<file path="src/rtl/median_stream_filter_if.sv">
// Sample-stream bundle for median_stream_filter: one unsigned sample in and
// one ranked sample out per cycle. There is no backpressure in either direction.
interface median_stream_filter_if #(
  parameter int WIDTH = 8
);
  logic             in_valid;
  logic [WIDTH-1:0] in_data;
  logic [1:0]       mode;
  logic             clear;
  logic             out_valid;
  logic [WIDTH-1:0] out_data;
  logic             full;

  modport master (
    output in_valid, in_data, mode, clear,
    input  out_valid, out_data, full
  );

  modport slave (
    input  in_valid, in_data, mode, clear,
    output out_valid, out_data, full
  );
endinterface

</file>
<file path="src/rtl/median_stream_filter.sv">
// Sliding-window rank filter. It keeps the last WIN samples and emits the
// median, minimum or maximum of the window one cycle after each accept.
module median_stream_filter #(
  parameter int WIDTH = 8,
  parameter int WIN   = 3
) (
  input  logic                   clk,
  input  logic                   rst_n,
  median_stream_filter_if.slave  bus
);

  localparam int FILL_W = $clog2(WIN + 1);
  localparam int RANK_W = $clog2(WIN);

  localparam logic [FILL_W-1:0] FILL_MAX  = FILL_W'(WIN);
  localparam logic [FILL_W-1:0] FILL_LAST = FILL_W'(WIN - 1);
  localparam logic [RANK_W-1:0] RANK_MIN  = '0;
  localparam logic [RANK_W-1:0] RANK_MED  = RANK_W'((WIN - 1) / 2);
  localparam logic [RANK_W-1:0] RANK_MAX  = RANK_W'(WIN - 1);

  typedef enum logic [1:0] {
    MODE_MEDIAN     = 2'd0,
    MODE_MIN        = 2'd1,
    MODE_MAX        = 2'd2,
    MODE_MEDIAN_ALT = 2'd3
  } mode_e;

  if (WIN < 3 || WIN > 9 || (WIN % 2) == 0) begin : g_bad_win
    $error("median_stream_filter: WIN must be odd and within 3..9");
  end
  if (WIDTH < 2 || WIDTH > 16) begin : g_bad_width
    $error("median_stream_filter: WIDTH must be within 2..16");
  end

  logic [WIDTH-1:0]  win  [WIN];
  logic [FILL_W-1:0] fill;
  logic              out_valid_q;
  logic [WIDTH-1:0]  out_data_q;

  logic [WIDTH-1:0]  cand [WIN];
  logic [RANK_W-1:0] rank [WIN];
  logic [RANK_W-1:0] target;
  logic [WIDTH-1:0]  selected;

  // The candidate window is the window as it will look after this accept.
  always_comb begin
    cand[0] = bus.in_data;
    for (int k = 1; k < WIN; k++) begin
      cand[k] = win[k-1];
    end
  end

  // The index tie-break makes the ranks a permutation, so exactly one
  // element matches any target rank.
  always_comb begin
    for (int i = 0; i < WIN; i++) begin
      // NOTE: give every always_comb output a value before the conditional
      // logic. Otherwise some path leaves it unassigned and a latch is inferred.
      rank[i] = '0;
      for (int j = 0; j < WIN; j++) begin
        if (j != i && (cand[j] < cand[i] || (cand[j] == cand[i] && j < i))) begin
          rank[i] = rank[i] + RANK_W'(1);
        end
      end
    end
  end

  always_comb begin
    case (mode_e'(bus.mode))
      MODE_MIN:        target = RANK_MIN;
      MODE_MAX:        target = RANK_MAX;
      MODE_MEDIAN,
      MODE_MEDIAN_ALT: target = RANK_MED;
      default:         target = RANK_MED;
    endcase
  end

  always_comb begin
    selected = '0;
    for (int i = 0; i < WIN; i++) begin
      if (rank[i] == target) begin
        selected = selected | cand[i];
      end
    end
  end

  always_ff @(posedge clk or negedge rst_n) begin
    if (!rst_n) begin
      // NOTE: the window is a small flop array. It is reset on purpose so that
      // no sample from before the reset can be observed afterwards.
      for (int k = 0; k < WIN; k++) begin
        win[k] <= '0;
      end
      fill        <= '0;
      out_valid_q <= 1'b0;
      out_data_q  <= '0;
    end else begin
      // NOTE: state registers take non-blocking assignments, so every
      // right-hand side reads the value from before this edge.
      out_valid_q <= 1'b0;

      if (bus.in_valid) begin
        win[0] <= bus.in_data;
        for (int k = 1; k < WIN; k++) begin
          win[k] <= win[k-1];
        end
      end

      if (bus.clear) begin
        // A flush that arrives with a sample restarts the window with that
        // sample and produces no output.
        fill <= bus.in_valid ? FILL_W'(1) : '0;
      end else if (bus.in_valid) begin
        if (fill != FILL_MAX) begin
          fill <= fill + FILL_W'(1);
        end
        if (fill >= FILL_LAST) begin
          out_valid_q <= 1'b1;
          out_data_q  <= selected;
        end
      end
    end
  end

  assign bus.out_valid = out_valid_q;
  assign bus.out_data  = out_data_q;
  assign bus.full      = (fill == FILL_MAX);

endmodule

</file>
<file path="src/flat_wrapper.sv">
// flat-port wrapper written by rule: the top's interface ports become plain ports
module median_stream_filter_flat 
#(
  parameter int WIDTH = 8,
  parameter int WIN   = 3
)
  (clk, rst_n, bus_in_valid, bus_in_data, bus_mode, bus_clear, bus_out_valid, bus_out_data, bus_full);
  median_stream_filter_if #(.WIDTH(WIDTH)) bus_i ();
  input  logic clk;
  input  logic rst_n;
  input wire logic [$bits(bus_i.in_valid)-1:0] bus_in_valid;
  input wire logic [$bits(bus_i.in_data)-1:0] bus_in_data;
  input wire logic [$bits(bus_i.mode)-1:0] bus_mode;
  input wire logic [$bits(bus_i.clear)-1:0] bus_clear;
  output wire logic [$bits(bus_i.out_valid)-1:0] bus_out_valid;
  output wire logic [$bits(bus_i.out_data)-1:0] bus_out_data;
  output wire logic [$bits(bus_i.full)-1:0] bus_full;
  assign bus_i.in_valid = bus_in_valid;
  assign bus_i.in_data = bus_in_data;
  assign bus_i.mode = bus_mode;
  assign bus_i.clear = bus_clear;
  assign bus_out_valid = bus_i.out_valid;
  assign bus_out_data = bus_i.out_data;
  assign bus_full = bus_i.full;
  median_stream_filter #(.WIDTH(WIDTH), .WIN(WIN)) u_core (.clk(clk), .rst_n(rst_n), .bus(bus_i));
endmodule
</file>
<file path="config.mk">
export PLATFORM = sky130hd
export DESIGN_NAME = median_stream_filter_flat
export DESIGN_NICKNAME = d
export VERILOG_FILES = /design/src/rtl/median_stream_filter_if.sv /design/src/rtl/median_stream_filter.sv /design/src/flat_wrapper.sv
export SDC_FILE = /design/constraint.sdc
export NUM_CORES = 1
export LEC_CHECK = 0
export ABC_CLOCK_PERIOD_IN_PS = 3300
export CAP_MARGIN = 10
export CORE_MARGIN = 2
export CORE_UTILIZATION = 55
export DETAILED_ROUTE_END_ITERATION = 8
export GPL_TIMING_DRIVEN = 1
export PLACE_DENSITY = 0.8
export SYNTH_ARGS = -nofsm -noshare
export SYNTH_HDL_FRONTEND = slang
export SYNTH_SLANG_ARGS = --single-unit
</file>
<file path="constraint.sdc">
create_clock -name clk -period 3.3 [get_ports clk]
set_input_delay 0.33 -clock clk [delete_from_list [all_inputs] [get_ports clk]]
set_output_delay 0.33 -clock clk [all_outputs]
set_load 0.05 [all_outputs]
</file>
==> qor.yml <==
place:
  portBuffers: 23
  hpwl_mm: 3.03
  place_congestion: 0.850
  place_area_sq_mm: 0.00206
  place_ws_ns: 0.254
yosys:
  yosys-mux-area-fraction: 0.00630
  synth-compound-area-share: 0.204
  synth.cell_area_sq_mm: 0.00179
  syn-instance-count: 188
  synth-simple-area-share: 0.118
  syn_avg_cell_area_sq_um: 9.50
  synth_top_family_by_area: "adder cells"
  synth-xor-area-share: 0.0294
  synth_nets: 232
  ys_seq_area_frac: 0.378
  synth.distinct_cells: 25
  ys.warnings.count: 0
  synth-adder-area-share: 0.210
  synth_seq_cells: 27
finish:
  area_growth_pct: 16.9
  fin_nets: 257
  fin_area_sq_mm: 0.00209
  drive_gt1_frac: 0.0519
  fill_cells: 253
  final_cell_mix: "ha_1, dfrtp_1, clkdlybuf4s50_1"
  antenna_cells: 0
  layout_commonest_cell: "ha_1"
global_routing:
  grt_pass1_vias: 1609
  grt_pass1_wl_mm: 6.79
  grt_max_degree: 36
  antenna_found_initial: 0
  track_usage: 0.245
  overflow: 0
clock_tree:
  hold_buffers: 0
  clkLatencyLatePin_ns: 0.35
  cts.sinks: 27
  post_cts_buffers: 0
  cts_buffers: 3
  clock_path_buffers: 2
  cts_resized: 0
  cts_tree: "done"
  htree_levels: 1
  cts-root-buf: "clkbuf_4"
  path_clk_slew_ns: 0.17
critical_path:
  cp_max_fo: 8
  setup.worst_path.end_class: "flop"
  crit_arrival_ns: 3.19
  r2r-start: "u_core.cand[9]"
  reg2regPathDepth: 11
  max_stage_delay_ns: 0.51
  cp.required_ns: 3.53
  crit_chain: "inv_1, ha_1, nor2b_1, o211ai_1, a21oi_1, a211oi_1, ha_1, xor2_1, nor2_2, a222oi_1, a21oi_1"
  cp-start-kind: "flop"
  critPathKind: "flop to flop"
  worst-path-buf-inv: 1
  rr_endpoint: "u_core.bus.out_data[7]"
  crit_family: "compound AO/OA/AOI/OAI gates"
  reg2reg_slack_ns: 0.34
  crit_slowest_cell: "a222oi_1"
pwr:
  p_total_w: 0.00132
  power.density_cell_area_mw_per_mm2: 630
  ir_worst_vdd_v: 0.000306
  p_leak_nw: 0.972
timing:
  finalSetupViolCount: 0
  worst-slew-pin-transition_ns: 0.604
  skew_ns: 0.0131
  period_needed_ns: 2.96
  fmax_ghz: 0.338
  whs_ns: 0.326
  final_max_slew_viol_count: 0
  slew_headroom: 0.597
  finalSetupTns_ns: 0
  hold_viol: 0
  rsz0062_at_grt: "no"
  finalWorstSetupSlack_ns: 0.343
  fin_crit_sh: 0.896
die:
  dieArea_sq_mm: 0.00372
  die_y_um: 61.0
  coreArea_sq_mm: 0.00308
  rows: 20
  die_w_um: 61.0
  pin_count: 24
  start_util: 0.580
status:
  status: "completed"
routing:
  wl_mm: 4.11
  vias_per_cell: 6.07
  drc: 0
  firstDrtPassIters: 6
  ant_nets: 0
  avgRoutedWirePerCell_um: 16.0
  via_count: 1555
  drt-initial-drc-count: 151
worst_hold_path:
  hold_class: "primary input to asynchronous set/reset pin"
job:
  maxCapViolCount: 0
## Yosys cell counts
cell      number  share of area
buf_6          1         0.0063
nor2_2         3          0.011
xor2_1         6          0.029
nand4_1        6          0.021
o22ai_1        2         0.0070
nor2b_1        5          0.018
a31oi_1        1         0.0035
o211ai_1       3          0.013
nand2_1       17          0.036
a21o_1         2         0.0084
a222oi_1       8          0.045
o21ai_0       18          0.050
a211o_1        1         0.0049
a21oi_1       18          0.050
o31ai_1        1         0.0042
nor3b_4        1          0.011
mux2_2         1         0.0063
dfrtp_1       27           0.38
inv_1         18          0.038
ha_1          30           0.21
clkbuf_1       3         0.0063
buf_2          1         0.0028
a211oi_1       2         0.0084
nor2_1        11          0.023
o22a_1         2         0.0098
## cell families (layout without fill, tap and decap cells)
logic type,count (synthesis),count (layout)
buf+inv,23,47
simple gates,43,43
compound gates,58,58
fa+ha+maj,30,30
flops,27,27
mux,1,1
xor+xnor,6,6
## worst max path at each step
stage,start,to,slack (ns),cells past startpoint
2_1_floorplan,u_core.cand[9],u_core.bus.out_data[0],0.94,11
5_1_grt,u_core.cand[9],u_core.bus.out_data[7],0.24,11
3_3_place_gp,bus_in_data[1],u_core.bus.out_data[7],0.36,11
4_1_cts,u_core.cand[9],u_core.bus.out_data[7],0.43,11
6_report,u_core.cand[9],u_core.bus.out_data[7],0.34,11
3_5_place_dp,bus_in_data[1],u_core.bus.out_data[7],0.25,11
## through the flow
| step | instances | utilization |
|---|---|---|
| finish | 256 | 0.679 |
| global route | 256 | 0.679 |
| CTS | 256 | 0.679 |
| detailed placement | 252 | 0.669 |
| global placement | 252 | 0.669 |
| floorplan | 188 | - |
## report_power, final
group          switching (W)  internal (W)
combinational       0.000448      0.000254
clock               0.000115     0.0000466
sequential         0.0000495      0.000404
total               0.000612      0.000704
## layer usage
layer	wire length (um)	share of wire	vias to the layer above	track usage
met1	1630	0.40	736	0.300
li1	-	-	730	-
met5	0	0	-	0
met3	383	0.093	8	0.0469
met2	2040	0.50	81	0.413
met4	52	0.013	0	0.121
## flip-flops by register name, summed over array words and instances (netlist names)
register / count
u_core.bus.out_data: 8
u_core.bus.out_valid: 1
u_core.cand: 16
u_core.fill: 2
## layout make-up
class / count / area [sq um] / share of cell area
Timing Repair Buffer: 25 / 245 / 0.117
Clock inverter: 1 / 7.51 / 0.00359
Sequential cell: 27 / 676 / 0.323
Clock buffer: 3 / 22.5 / 0.0108
Tap cell: 44 / 55.1 / 0.0263
Inverter: 18 / 67.6 / 0.0323
Multi-Input combinational cell: 138 / 1020 / 0.486
(Power assumes the default switching activity.)
